--- src/rtl/alu_issue_stage.sv ---
// Two-stage issue/writeback wrapper around an external combinational 32-bit ALU.
// Stage 1 decodes and drives ALU operands; stage 2 captures the result and resolves branches.
module alu_issue_stage #(
  parameter int XLEN = 32
) (
  input  logic            clk,
  input  logic            rst,
  input  logic            flush,
  input  logic            in_valid,
  output logic            in_ready,
  input  logic [XLEN-1:0] in_instr,
  input  logic [XLEN-1:0] in_pc,
  input  logic [XLEN-1:0] in_rs1,
  input  logic [XLEN-1:0] in_rs2,
  output logic [XLEN-1:0] alu_a,
  output logic [XLEN-1:0] alu_b,
  output logic [3:0]      alu_ctrl,
  input  logic [XLEN-1:0] alu_result,
  input  logic            alu_zero,
  output logic            out_valid,
  input  logic            out_ready,
  output logic [XLEN-1:0] out_result,
  output logic            out_is_branch,
  output logic            out_taken,
  output logic [XLEN-1:0] out_target,
  output logic            out_illegal
);

  typedef enum logic [3:0] {
    ALU_ADD  = 4'b0000, ALU_SUB = 4'b0001, ALU_AND = 4'b0010, ALU_OR   = 4'b0011,
    ALU_XOR  = 4'b0100, ALU_SLL = 4'b0101, ALU_SRL = 4'b0110, ALU_SRA  = 4'b0111,
    ALU_SLT  = 4'b1000, ALU_SLTU = 4'b1001
  } alu_op_e;

  localparam logic [6:0] OP_R      = 7'b0110011;
  localparam logic [6:0] OP_I      = 7'b0010011;
  localparam logic [6:0] OP_LOAD   = 7'b0000011;
  localparam logic [6:0] OP_STORE  = 7'b0100011;
  localparam logic [6:0] OP_BRANCH = 7'b1100011;
  localparam logic [6:0] F7_ALT    = 7'b0100000;

  function automatic alu_op_e f3_to_op(input logic [2:0] f3, input logic alt);
    case (f3)
      3'b000:  return alt ? ALU_SUB : ALU_ADD;
      3'b001:  return ALU_SLL;
      3'b010:  return ALU_SLT;
      3'b011:  return ALU_SLTU;
      3'b100:  return ALU_XOR;
      3'b101:  return alt ? ALU_SRA : ALU_SRL;
      3'b110:  return ALU_OR;
      default: return ALU_AND;
    endcase
  endfunction

  logic [6:0] opcode, funct7;
  logic [2:0] funct3;
  logic [XLEN-1:0] imm_i, imm_s, imm_b;
  logic unused_rs1_field;

  assign opcode = in_instr[6:0];
  assign funct3 = in_instr[14:12];
  assign funct7 = in_instr[31:25];
  assign imm_i  = {{(XLEN-12){in_instr[31]}}, in_instr[31:20]};
  assign imm_s  = {{(XLEN-12){in_instr[31]}}, in_instr[31:25], in_instr[11:7]};
  assign imm_b  = {{(XLEN-12){in_instr[31]}}, in_instr[7], in_instr[30:25], in_instr[11:8], 1'b0};
  assign unused_rs1_field = ^in_instr[19:15];

  // Handshake
  logic s1_valid_q, s2_valid_q, s1_adv, s2_adv, accept;
  assign s2_adv   = !s2_valid_q || out_ready;
  assign s1_adv   = !s1_valid_q || s2_adv;
  assign in_ready = s1_adv && !rst && !flush;
  assign accept   = in_valid && in_ready;

  // Decode
  logic [XLEN-1:0] alu_a_d, alu_b_d;
  alu_op_e         alu_ctrl_d;
  logic            illegal_d, branch_d;

  // NOTE: every output of this block gets a default first so no path can infer a latch.
  always_comb begin
    alu_a_d    = '0;
    alu_b_d    = '0;
    alu_ctrl_d = ALU_ADD;
    illegal_d  = 1'b0;
    branch_d   = 1'b0;
    case (opcode)
      OP_R: begin
        alu_a_d = in_rs1;
        alu_b_d = in_rs2;
        if (funct7 == 7'b0 || (funct7 == F7_ALT && (funct3 == 3'b000 || funct3 == 3'b101)))
          alu_ctrl_d = f3_to_op(funct3, funct7[5]);
        else
          illegal_d = 1'b1;
      end
      OP_I: begin
        alu_a_d = in_rs1;
        if (funct3 == 3'b001 || funct3 == 3'b101) begin
          // Shift-immediates carry only the 5-bit shamt; funct7 selects SRAI.
          alu_b_d = {{(XLEN-5){1'b0}}, in_instr[24:20]};
          if (funct7 == 7'b0 || (funct3 == 3'b101 && funct7 == F7_ALT))
            alu_ctrl_d = f3_to_op(funct3, funct7[5]);
          else
            illegal_d = 1'b1;
        end else begin
          alu_b_d    = imm_i;
          alu_ctrl_d = f3_to_op(funct3, 1'b0);
        end
      end
      OP_LOAD: begin
        alu_a_d = in_rs1;
        alu_b_d = imm_i;
      end
      OP_STORE: begin
        alu_a_d = in_rs1;
        alu_b_d = imm_s;
      end
      OP_BRANCH: begin
        alu_a_d  = in_rs1;
        alu_b_d  = in_rs2;
        branch_d = 1'b1;
        case (funct3)
          3'b000, 3'b001: alu_ctrl_d = ALU_SUB;
          3'b100, 3'b101: alu_ctrl_d = ALU_SLT;
          3'b110, 3'b111: alu_ctrl_d = ALU_SLTU;
          default: begin
            illegal_d = 1'b1;
            branch_d  = 1'b0;
          end
        endcase
      end
      default: illegal_d = 1'b1;
    endcase
  end

  // Stage 1 registers
  logic [XLEN-1:0] alu_a_q, alu_b_q, s1_target_q;
  alu_op_e         alu_ctrl_q;
  logic [2:0]      s1_f3_q;
  logic            s1_illegal_q, s1_branch_q;

  // NOTE: sequential state uses non-blocking assignments so every register samples pre-edge values.
  always_ff @(posedge clk) begin
    if (rst) begin
      s1_valid_q   <= 1'b0;
      alu_a_q      <= '0;
      alu_b_q      <= '0;
      alu_ctrl_q   <= ALU_ADD;
      s1_target_q  <= '0;
      s1_f3_q      <= '0;
      s1_illegal_q <= 1'b0;
      s1_branch_q  <= 1'b0;
    end else begin
      if (flush)       s1_valid_q <= 1'b0;
      else if (s1_adv) s1_valid_q <= in_valid;
      if (accept) begin
        alu_a_q      <= alu_a_d;
        alu_b_q      <= alu_b_d;
        alu_ctrl_q   <= alu_ctrl_d;
        s1_target_q  <= in_pc + imm_b;
        s1_f3_q      <= funct3;
        s1_illegal_q <= illegal_d;
        s1_branch_q  <= branch_d;
      end
    end
  end

  // Branch resolution from the live ALU outputs
  logic out_taken_d;
  always_comb begin
    out_taken_d = 1'b0;
    if (s1_branch_q) begin
      case (s1_f3_q)
        3'b000:         out_taken_d = alu_zero;
        3'b001:         out_taken_d = !alu_zero;
        3'b100, 3'b110: out_taken_d = alu_result[0];
        3'b101, 3'b111: out_taken_d = !alu_result[0];
        default:        out_taken_d = 1'b0;
      endcase
    end
  end

  // Stage 2 registers
  logic [XLEN-1:0] out_result_q, out_target_q;
  logic            out_is_branch_q, out_taken_q, out_illegal_q;

  always_ff @(posedge clk) begin
    if (rst) begin
      s2_valid_q      <= 1'b0;
      out_result_q    <= '0;
      out_target_q    <= '0;
      out_is_branch_q <= 1'b0;
      out_taken_q     <= 1'b0;
      out_illegal_q   <= 1'b0;
    end else begin
      if (flush)       s2_valid_q <= 1'b0;
      else if (s2_adv) s2_valid_q <= s1_valid_q;
      if (s1_valid_q && s2_adv && !flush) begin
        out_result_q    <= alu_result;
        out_target_q    <= s1_target_q;
        out_is_branch_q <= s1_branch_q;
        out_taken_q     <= out_taken_d;
        out_illegal_q   <= s1_illegal_q;
      end
    end
  end

  assign alu_a         = alu_a_q;
  assign alu_b         = alu_b_q;
  assign alu_ctrl      = alu_ctrl_q;
  assign out_valid     = s2_valid_q;
  assign out_result    = out_result_q;
  assign out_target    = out_target_q;
  assign out_is_branch = out_is_branch_q;
  assign out_taken     = out_taken_q;
  assign out_illegal   = out_illegal_q;

endmodule

--- config.mk ---
export PLATFORM = sky130hd
export DESIGN_NAME = alu_issue_stage
export DESIGN_NICKNAME = d
export VERILOG_FILES = /design/src/rtl/alu_issue_stage.sv
export SDC_FILE = /design/constraint.sdc
export NUM_CORES = 1
export LEC_CHECK = 0
export BUFFER_PORTS_ARGS = -buffer_cell sky130_fd_sc_hd__buf_2
export CAP_MARGIN = 25
export CORE_MARGIN = 10
export CORE_UTILIZATION = 45
export DETAILED_ROUTE_END_ITERATION = 10
export GPL_ROUTABILITY_DRIVEN = 0
export PLACE_DENSITY_LB_ADDON = 0.05
export RECOVER_POWER = 25
export SLEW_MARGIN = 40
export SYNTH_ARGS = -nofsm -noshare
export SYNTH_HDL_FRONTEND = slang
export SYNTH_SLANG_ARGS = --single-unit
--- constraint.sdc ---
create_clock -name clk -period 2.4 [get_ports clk]
set_input_delay 0.24 -clock clk [delete_from_list [all_inputs] [get_ports clk]]
set_output_delay 0.24 -clock clk [all_outputs]
set_load 0.1 [all_outputs]
==> metrics.yaml, run 1 <==
outcome: "finished, final reports clean"
critPathKind: "in2reg"
hold_violations: 0
fin_crit_ps: 2170
die_height_um: 154
portBuffers: 297
drtIter0Drc: 445
tritoncts: "done"
yosysWarnings: 0
placed_cells: 1551
utilization: 0.612
initial_core_util: 0.462
grt.total_usage: 0.211
grt_pass1_wl_um: 41500
clk_latency_ps: 420
finalSetupTns_ps: 0
min_period_over_period: 0.906
first_global_vias: 7738
pre_cts_slack_ps: -207
hpwl_um: 20000
hp-class: "in2reg"
layout.nets: 1542
cts.root.buffer_cell: "clkbuf_16"
synthTopCellsByArea: "dfxtp_1 43%, a21oi_1 12%, nand2_1 10%"
worst_slack_ps: 225
required_ps: 2700
cts_made_buffers: 17
powerDensity_nw_per_um2: 638
grt_setup_unrepaired: "no"
fin_worst_skew_ps: 14.4
viasPerCell: 5.23
drv_slew: 0
grt_start_max_net_pins: 160
grt-ovfl-total: 0
fmax_mhz: 460
worstMarginPinSlew_ps: 1230
p_leak_nw: 4.44
postSynthCellCount: 1028
antenna_cells: 0
clkSinkCount: 174
clockBufferDepth: 2
layout.cells.non_filler: 1582
postSynthAreaPerCell_sq_um: 7.82
syn_to_final_growth_pct: 32.6
layout-drive-gt1-share: 0.256
clk_pin_slew_ps: 70
design.core.area_sq_um: 17400
setup_viol: 0
die_area_sq_um: 23600
postCtsSetupBuffers: 0
yosysTopAreaCell: "dfxtp_1"
drc: 0
syn_area_sq_um: 8040
syn-num-nets: 1225
die_w_um: 154
boundaryPins: 303
maxCapViolCount: 0
mostFrequentLayoutCells: "222 x buf_2, 217 x nand2_1, 185 x a21oi_1"
htree_num_levels: 4
arrival_ps: 2480
ys.flop_type: "dfxtp_1"
synth_top_cell_area_share: 0.433
peakVddDrop_uv: 474
ys_seq_area_frac: 0.433
p_total_mw: 6.81
ys_types: 70
grt_antenna_before_repair: 3
wl_per_cell_um: 16.9
cp_max_fo: 12
crit_path_start_kind: "primary input"
layout_commonest_cell: "buf_2"
synth_edf_count: 0
ant_nets: 0
end_kind: "register"
totalWireLength_um: 26700
firstDrtPassIters: 6
rows: 48
cts_hold_buf: 0
slew_headroom: 0.182
async_reset_ff_frac: 0
yosys_register_bits: 174
cts-resized-gates: 0
dr_total_vias: 8276
==> stage by stage <==
stage	hold WS, ps	area [sq um]
3_3_place_gp	438	10200
6_report	55.5	10700
4_1_cts	33.3	10800
3_5_place_dp	444	10200
5_1_grt	38.1	10700
2_1_floorplan	309	8210
==> synthesized netlist by cell type, drive strengths merged, types with 2 or more instances <==
cell type,n
o21a,4
a21o,11
nor3,10
or2,3
a21oi,186
a222oi,5
o31ai,3
nor3b,2
inv,7
and4,3
a21boi,2
and2,3
nor4,2
or3,3
clkbuf,53
a211o,4
a211oi,7
nand4,5
xnor2,14
dfxtp,174
or4,2
nand3b,2
o211ai,3
nand2b,3
nor2,106
o21ai,32
buf,14
a22oi,40
nand3,22
nand2,220
and3,8
a2111oi,3
nor2b,4
xor2,13
ha,30
a31oi,7
==> power breakdown <==
group / leakage, nW / switching [mW] / internal [mW]
clock: 0.278 / 1.19 / 1.56
sequential: 1.41 / 0.0336 / 2.94
combinational: 2.75 / 0.646 / 0.433
total: 4.44 / 1.87 / 4.94
==> worst paths after layout <==
| check | slack (ps) | start | end | depth (start not counted) |
|---|---|---|---|---|
| setup / recovery | 230 | in_instr[31] | s1_target_q[28]$_SDFFE_PP0P_ | 12 |
| hold / removal | 60 | in_rs1[16] | alu_a[16]$_SDFFE_PP0P_ | 3 |
| setup reg to reg | 380 | out_valid$_SDFFE_PP0P_ | s1_target_q[2]$_SDFFE_PP0P_ | 7 |
| hold reg to reg | 450 | out_target[1]$_SDFFE_PP0P_ | out_target[1]$_SDFFE_PP0P_ | 2 |
==> final cells by class <==
class | count | area (sq um)
repair buffers | 365 | 1970
well taps | 225 | 282
fillers | 1694 | 6750
multi-input cells | 780 | 4320
clock inverters | 12 | 148
inverters | 7 | 26.3
clock buffers | 19 | 433
flip-flops and latches | 174 | 3490
==> state kept, by name, indices dropped and copies added (netlist names), 3 cells and up <==
register	flops
alu_b	32
out_target	32
s1_f3_q	3
s1_target_q	32
alu_ctrl	4
out_result	32
alu_a	32
==> critical path: stages <==
cell and delay, ps:
buf_2 200, buf_4 240, ha_1 280, buf_4 150, inv_1 60, o21bai_1 80, a2111oi_0 500, buf_4 200
o31ai_1 60, a41oi_1 210, xor2_1 180, o21ai_1 70
==> cell families (layout without fill, tap and decap cells) <==
logic type | Yosys count | in the layout | synth area share
AND/OR/NAND/NOR | 402 | 402 | 0.212
adder cells (fa/ha/maj) | 31 | 31 | 0.0492
multiplexers | 2 | 2 | 0.00311
flip-flops | 174 | 174 | 0.433
buffers and inverters | 74 | 403 | 0.0392
AO/OA/AOI/OAI | 318 | 318 | 0.234
XOR/XNOR | 27 | 27 | 0.0294
==> per-layer routing <==
layer  wire [um]  global-route usage  vias to the layer above  share of wire
met2       12100               0.337                      271           0.45
met1       12100               0.271                     3759           0.46
met5          27                   0                        -         0.0010
met4         340              0.0553                        4          0.013
met3        2040              0.0650                       24          0.076
li1            -                   -                     4218              -
Power figures use the tool's default switching activity.
==> run 2, diff against run 1 <==
--- a/config.mk
+++ b/config.mk
@@ -5,6 +5,7 @@
 export SDC_FILE = /design/constraint.sdc
 export NUM_CORES = 1
 export LEC_CHECK = 0
+export ABC_AREA = 1
 export BUFFER_PORTS_ARGS = -buffer_cell sky130_fd_sc_hd__buf_2
 export CAP_MARGIN = 25
 export CORE_MARGIN = 10
==> run 2 against run 1 <==
Compared with the run above: first-iteration DRC count increased by 64%; combinational power increased by 23%; global-route usage decreased by 0.52 points; register-to-register slack better by 140 ps; die area up 13%; synthesized area grew 15%; clock power is 6% higher; wire length rose by 7.2%; clock-buffer cell count down 1; worst hold slack worse by 28 ps; non-clock buffer count fell by 56; total power increased by 6.2%.
==> metrics.yaml, run 2 <==
yosysWarnings: 0  # unchanged
crit_path_start_kind: "register"
fmax_mhz: 520  # +13%
fin_worst_skew_ps: 21.5  # +7.13 ps
synth_compound_area_frac: 0.153  # -0.0811
p_sw_frac: 0.325  # +0.0502
yosysMostFrequentCell: "nand2_1"
min_period_over_period: 0.801  # -0.105
end_kind: "primary output"
setup_viol: 0  # unchanged
cpPeakStageDelay_ps: 930  # +430 ps
grt_antenna_before_repair: 0  # -3
yosys.area_share.simple: 0.307  # +0.0948
hp-class: "in2reg"
utilization: 0.564  # -0.0487
ys.flop_type: "dfxtp_1"
switchingPower_mw: 2.35  # +26%
synthTopCellsByArea: "dfxtp_1 38%, nand2_1 16%, nor2_1 7.6%"
mostFrequentLayoutCells: "403 x nand2_1, 221 x buf_2, 188 x nor2_1"
viasPerCell: 4.81  # -8.1%
cp-endpoint: "out_target[5]"
drc: 0  # unchanged
hpwl_um: 21500  # +7.5%
crit_slowest_cell: "clkbuf_1"
ant_nets: 0  # unchanged
path_cells: "clkbuf_1"
synth_common_cells: "403 x nand2_1, 187 x nor2_1, 174 x dfxtp_1"
layout_commonest_cell: "nand2_1"
cts_made_buffers: 17  # unchanged
postSynthAreaPerCell_sq_um: 6.67  # -15%
peakVddDrop_uv: 494  # +4.3%
firstDrtPassIters: 5  # -1
cp_max_fo: 2  # -10
layout-drive-gt1-share: 0.184  # -0.0720
r2r_start: "out_valid$_SDFFE_PP0P_"
wl_per_cell_um: 14.8  # -12%
portBuffers: 297  # unchanged
tritoncts: "done"
grt.total_usage: 0.206  # -0.00517
drv_slew: 0  # unchanged
ff2ff_path_depth: 10  # +3
cts-resized-gates: 0  # unchanged
cp_top_family: "buffers and inverters"
boundaryPins: 303  # unchanged
async_reset_ff_frac: 0  # unchanged
totalWireLength_um: 28600  # +7.2%
syn_area_sq_um: 9220  # +15%
required_ps: 2160  # -540 ps
maxCapViolCount: 0  # unchanged
first_global_vias: 8896  # +15%
die_height_um: 163  # +6.1%
outcome: "finished, final reports clean"
critPathKind: "reg2out"
dr_total_vias: 9297  # +12%
antenna_cells: 0  # unchanged
grt_pass1_wl_um: 44900  # +8.2%
internal_power_mw: 4.88  # -1.2%
layout.nets: 1848  # +20%
p_leak_nw: 5.87  # +32%
die_w_um: 163  # +6.1%
hold_violations: 0  # unchanged
grt-ovfl-total: 0  # unchanged
yosys_register_bits: 174  # unchanged
worstSetupStartpoint: "out_target[5]$_SDFFE_PP0P_"
htree_num_levels: 4  # unchanged
syn_to_final_growth_pct: 23.4
ys_types: 44  # -37%
postSynthCellCount: 1382  # +34%
synth_top_family_by_area: "simple AND/OR/NAND/NOR gates"
drtIter0Drc: 731  # +64%
r2r_slack_ps: 520  # +140 ps
fin_crit_ps: 1920  # -252 ps
arrival_ps: 1680  # -800 ps
yosysTopAreaCell: "dfxtp_1"
powerDensity_nw_per_um2: 636  # -0.38%
finalSetupTns_ps: 0  # unchanged
clkSinkCount: 174  # unchanged
clockBufferDepth: 2  # unchanged
grt_setup_unrepaired: "no"
synth_fa_ha_area_frac: 0.0429  # -0.00626
design.core.area_sq_um: 20200  # +16%
cts_hold_buf: 0  # unchanged
clk_pin_slew_ps: 80  # about the same
p_seq_frac: 0.414  # -0.023
synthXorXnorAreaFrac: 0.0124  # -0.0171
synthMuxAreaShare: 0  # -0.00311
path_depth: 1  # -11
p_clk_frac: 0.402  # -0.002
rows: 52  # +8.3%
die_area_sq_um: 26600  # +13%
worstPathBufferInverterCount: 1  # -4
postCtsSetupBuffers: 0  # unchanged
syn-num-nets: 1579  # +29%
clk_latency_ps: 430  # about the same
slew_headroom: 0.153  # -0.0285
p_comb_frac: 0.184  # +0.026
grt_start_max_net_pins: 82  # -49%
worstMarginPinSlew_ps: 1280  # +42.9 ps
r2r_end: "s1_f3_q[1]$_SDFFE_PP0P_"
ys_seq_area_frac: 0.378  # -0.0552
synth_top_cell_area_share: 0.378  # -0.0552
initial_core_util: 0.457  # -0.00482
cts.root.buffer_cell: "clkbuf_16"
synth_edf_count: 0  # unchanged
[run 2: cell types whose count changed after synthesis, sizes merged, moves of 51 or more]
cell | previous run | this run
o21ai | 32 | 85
a21oi | 186 | 98
nand3 | 22 | 73
nor2 | 106 | 193
inv | 7 | 174
nand2 | 220 | 407
[run 2: power groups by stage]
stage | logic [mW] | clock network (mW) | registers (mW)
6_report | 1.33 | 2.91 | 2.99
5_1_grt | 1.47 | 3.10 | 3.00
4_1_cts | 1.34 | 2.98 | 2.99
3_5_place_dp | 1.34 | 0 | 3.06
3_3_place_gp | 1.33 | 0 | 3.06
2_1_floorplan | 0.650 | 0 | 3.36
[run 2: worst min path at each step]
stage | from | end | slack, ps | cells past startpoint
after detailed placement | s1_target_q[22]$_SDFFE_PP0P_ | out_target[22]$_SDFFE_PP0P_ | 450 | 2
after global routing | alu_result[21] | out_result[21]$_SDFFE_PP0P_ | 20 | 3
after global placement | s1_target_q[30]$_SDFFE_PP0P_ | out_target[30]$_SDFFE_PP0P_ | 450 | 2
final | alu_result[7] | out_result[7]$_SDFFE_PP0P_ | 30 | 3
after floorplan | in_valid | s1_valid_q$_SDFFE_PP0N_ | 370 | 2
after CTS | alu_result[19] | out_result[19]$_SDFFE_PP0P_ | 10 | 3
[run 2: area by class of cell]
| cell class | count | area [sq um] |
|---|---|---|
| multi-input combinational | 974 | 4740 |
| inverter | 175 | 661 |
| timing repair buffer | 309 | 1520 |
| fill | 2130 | 8800 |
| tap | 270 | 338 |
| sequential | 174 | 3480 |
| clock inverter | 14 | 190 |
| clock buffer | 18 | 439 |
[run 2: stage by stage]
| step | setup slack (ps) | power [mW] | cells | hold WS [ps] | instance area [sq um] |
|---|---|---|---|---|---|
| final | 477 | 7.23 | 1934 | 27.2 | 11400 |
| after global routing | 315 | 7.58 | 1934 | 20.4 | 11400 |
| after CTS | 565 | 7.31 | 1934 | 13.0 | 11500 |
| after detailed placement | 166 | 4.40 | 1902 | 449 | 10800 |
| after global placement | 199 | 4.39 | 1902 | 446 | 10800 |
| after floorplan | 3.10 | 4.01 | 1382 | 370 | 9220 |
[run 2: cell families (layout without fill, tap and decap cells)]
kind of cell | Yosys count | count (layout)
AOI/OAI and AO/OA | 236 | 236
xor gates and xnor gates | 13 | 13
adders and majority gates | 31 | 31
buffers and inverters | 234 | 516
DFF | 174 | 174
and+or+nand+nor | 694 | 694
[run 2: metal layers]
layer,share of wire,global-route usage,wire length [um],vias to the layer above
li1,-,-,-,4910
met1,0.43,0.243,12200,4124
met2,0.50,0.367,14200,232
met3,0.058,0.0471,1650,31
met4,0.016,0.0529,470,0
met5,0,0,0,-
[run 2: worst reg2reg max path, delay by kind of cell (launching register included)]
family | cells | cell delay [ps]
AOI/OAI and AO/OA | 2 | 290
buffers and inverters | 4 | 510
DFF | 1 | 330
and+or+nand+nor | 4 | 600
==> run 3, diff against run 2 <==
==> constraint.sdc (replaced) <==
create_clock -name clk -period 1.59 [get_ports clk]
set_input_delay 0.159 -clock clk [delete_from_list [all_inputs] [get_ports clk]]
set_output_delay 0.159 -clock clk [all_outputs]
set_load 0.1 [all_outputs]
==> run 3 against run 2 <==
Compared with the run above: total power is 55% higher; first-iteration DRC count is 1.8% lower; sequential power increased by 51%; wire length rose by 9.0%; non-clock buffer count increased by 140; largest cell class unchanged; highest routed layer unchanged; critical endpoint is now in_ready; clock power increased by 46%; largest power group unchanged; register-to-register slack lost 430 ps.
==> metrics.yaml, run 3 (synthesis results as in run 2) <==
die_w_um: 163  # unchanged
wl_per_cell_um: 15.0  # +1.6%
syn_to_final_growth_pct: 39.0
crit_path_start_kind: "register"
clk_pin_slew_ps: 70  # about the same
maxCapViolCount: 0  # unchanged
fin_hold_ws_ps: 20.2  # -7.02 ps
cts_made_buffers: 17  # unchanged
grt_setup_unrepaired: "yes"
drc: 0  # unchanged
fin_crit_ps: 1500
grt_antenna_before_repair: 0  # unchanged
end_kind: "primary output"
fillCellCount: 1945  # -8.7%
htree_num_levels: 4  # unchanged
rows: 52  # unchanged
p_seq_frac: 0.404  # -0.010
dr_total_vias: 10070  # +8.3%
grt_pass1_wl_um: 48900  # +8.9%
die_height_um: 163  # unchanged
worstSetupStartpoint: "out_valid$_SDFFE_PP0P_"
p_leak_nw: 6.84  # +17%
required_ps: 1430  # -730 ps
portBuffers: 297  # unchanged
cts.root.buffer_cell: "clkbuf_16"
grt.total_usage: 0.224  # +0.0185
design.core.area_sq_um: 20200  # unchanged
viasPerCell: 4.85  # +0.95%
grt-ovfl-total: 0  # unchanged
grt_start_max_net_pins: 90  # +9.8%
hpwl_um: 22800  # +6.0%
peakVddDrop_uv: 721  # +46%
layout.nets: 1989  # +7.6%
clkSinkCount: 174  # unchanged
internal_power_mw: 7.62  # +56%
slew_headroom: 0.646  # +0.492
hold_path.startpoint: "out_ready"
min_period_over_period: 0.942
worstMarginPinSlew_ps: 531  # -744 ps
switchingPower_mw: 3.57  # +52%
powerDensity_nw_per_um2: 874  # +37%
drtIter0Drc: 718  # -1.8%
cp_max_fo: 3  # +1
antenna_cells: 0  # unchanged
p_total_mw: 11.2  # +55%
first_global_vias: 9719  # +9.3%
die_area_sq_um: 26600  # unchanged
totalWireLength_um: 31200  # +9.0%
p_sw_frac: 0.319  # -0.00595
drv_slew: 0  # unchanged
clk_latency_ps: 430  # about the same
firstDrtPassIters: 5  # unchanged
clockBufferDepth: 2  # unchanged
boundaryPins: 303  # unchanged
outcome: "finished, final reports clean"
arrival_ps: 1340  # -340 ps
fin_worst_skew_ps: 9.75  # -11.8 ps
ant_nets: 0  # unchanged
multi_input_area_sq_um: 4840  # +2.1%
layout-drive-gt1-share: 0.264  # +0.0792
hp-class: "in2reg"
hold_violations: 0  # unchanged
p_clk_frac: 0.379  # -0.023
critPathKind: "reg2out"
initial_core_util: 0.457  # unchanged
r2r_start: "out_valid$_SDFFE_PP0P_"
final-seq-area_sq_um: 3490  # +0.11%
fmax_mhz: 668
p_comb_frac: 0.217  # +0.033
mostFrequentLayoutCells: "399 x nand2_1, 294 x buf_2, 185 x nor2_1"
layout_commonest_cell: "nand2_1"
setup_viol: 0  # unchanged
tritoncts: "done"
-- run 3: layer usage --
layer,part of all wire,up-vias,global-route usage
met5,0,-,0
met4,0.034,0,0.0885
met3,0.051,59,0.0440
met2,0.50,272,0.402
met1,0.41,4551,0.256
li1,-,5188,-
-- run 3: final timing paths --
| check | slack [ps] | endpoint | cells after the start |
|---|---|---|---|
| hold reg to reg | 460 | out_target[23]$_SDFFE_PP0P_ | 2 |
| setup / recovery | 90 | in_ready | 6 |
| hold / removal | 20 | out_valid$_SDFFE_PP0P_ | 4 |
| setup reg to reg | 90 | s1_target_q[13]$_SDFFE_PP0P_ | 11 |
-- run 3: repair_timing --
item                       in CTS  in global routing
gates cloned                    0                  1
gates resized for setup         6                 17
hold buffers                   64                  0
setup endpoints to repair       4                 48
hold endpoints to repair       64                  0
buffers inserted                0                  2
pin swaps                       0                  1
-- run 3: critical path, stage by stage (launching register included) --
cell and delay [ps]:
dfxtp_4 350, inv_2 40, nor2_4 130, nand2_2 80
nand2_4 90, inv_8 50, buf_6 180
-- run 3: area by class of cell --
class,instances,share of cell area
multi-input cells,975,0.378
flip-flops and latches,174,0.272
repair buffers,449,0.225
inverters,175,0.0524
clock buffers,19,0.0346
well taps,270,0.0264
clock inverters,13,0.0112
-- run 3: metrics by stage --
stage               setup slack (ps)  std cells  TNS (ps)   util  instance area (sq um)
floorplan                      -40.4       1382     -1110      -                   9260
global placement                -520       1976     -7350  0.568                  11500
detailed placement              -498       1976     -7830  0.568                  11500
CTS                             15.6       2072         0  0.632                  12700
global route                   -4.74       2075     -17.7  0.635                  12800
finish                          91.9       2075         0  0.635                  12800
-- run 3: power by group through the flow --
| stage | Clock, mW | Sequential (mW) | Combinational, mW |
|---|---|---|---|
| 4_1_cts | 4.34 | 4.52 | 2.41 |
| 3_3_place_gp | 0 | 4.61 | 2.25 |
| 2_1_floorplan | 0 | 5.07 | 0.990 |
| 3_5_place_dp | 0 | 4.62 | 2.26 |
| 5_1_grt | 4.51 | 4.53 | 2.66 |
| 6_report | 4.24 | 4.52 | 2.43 |
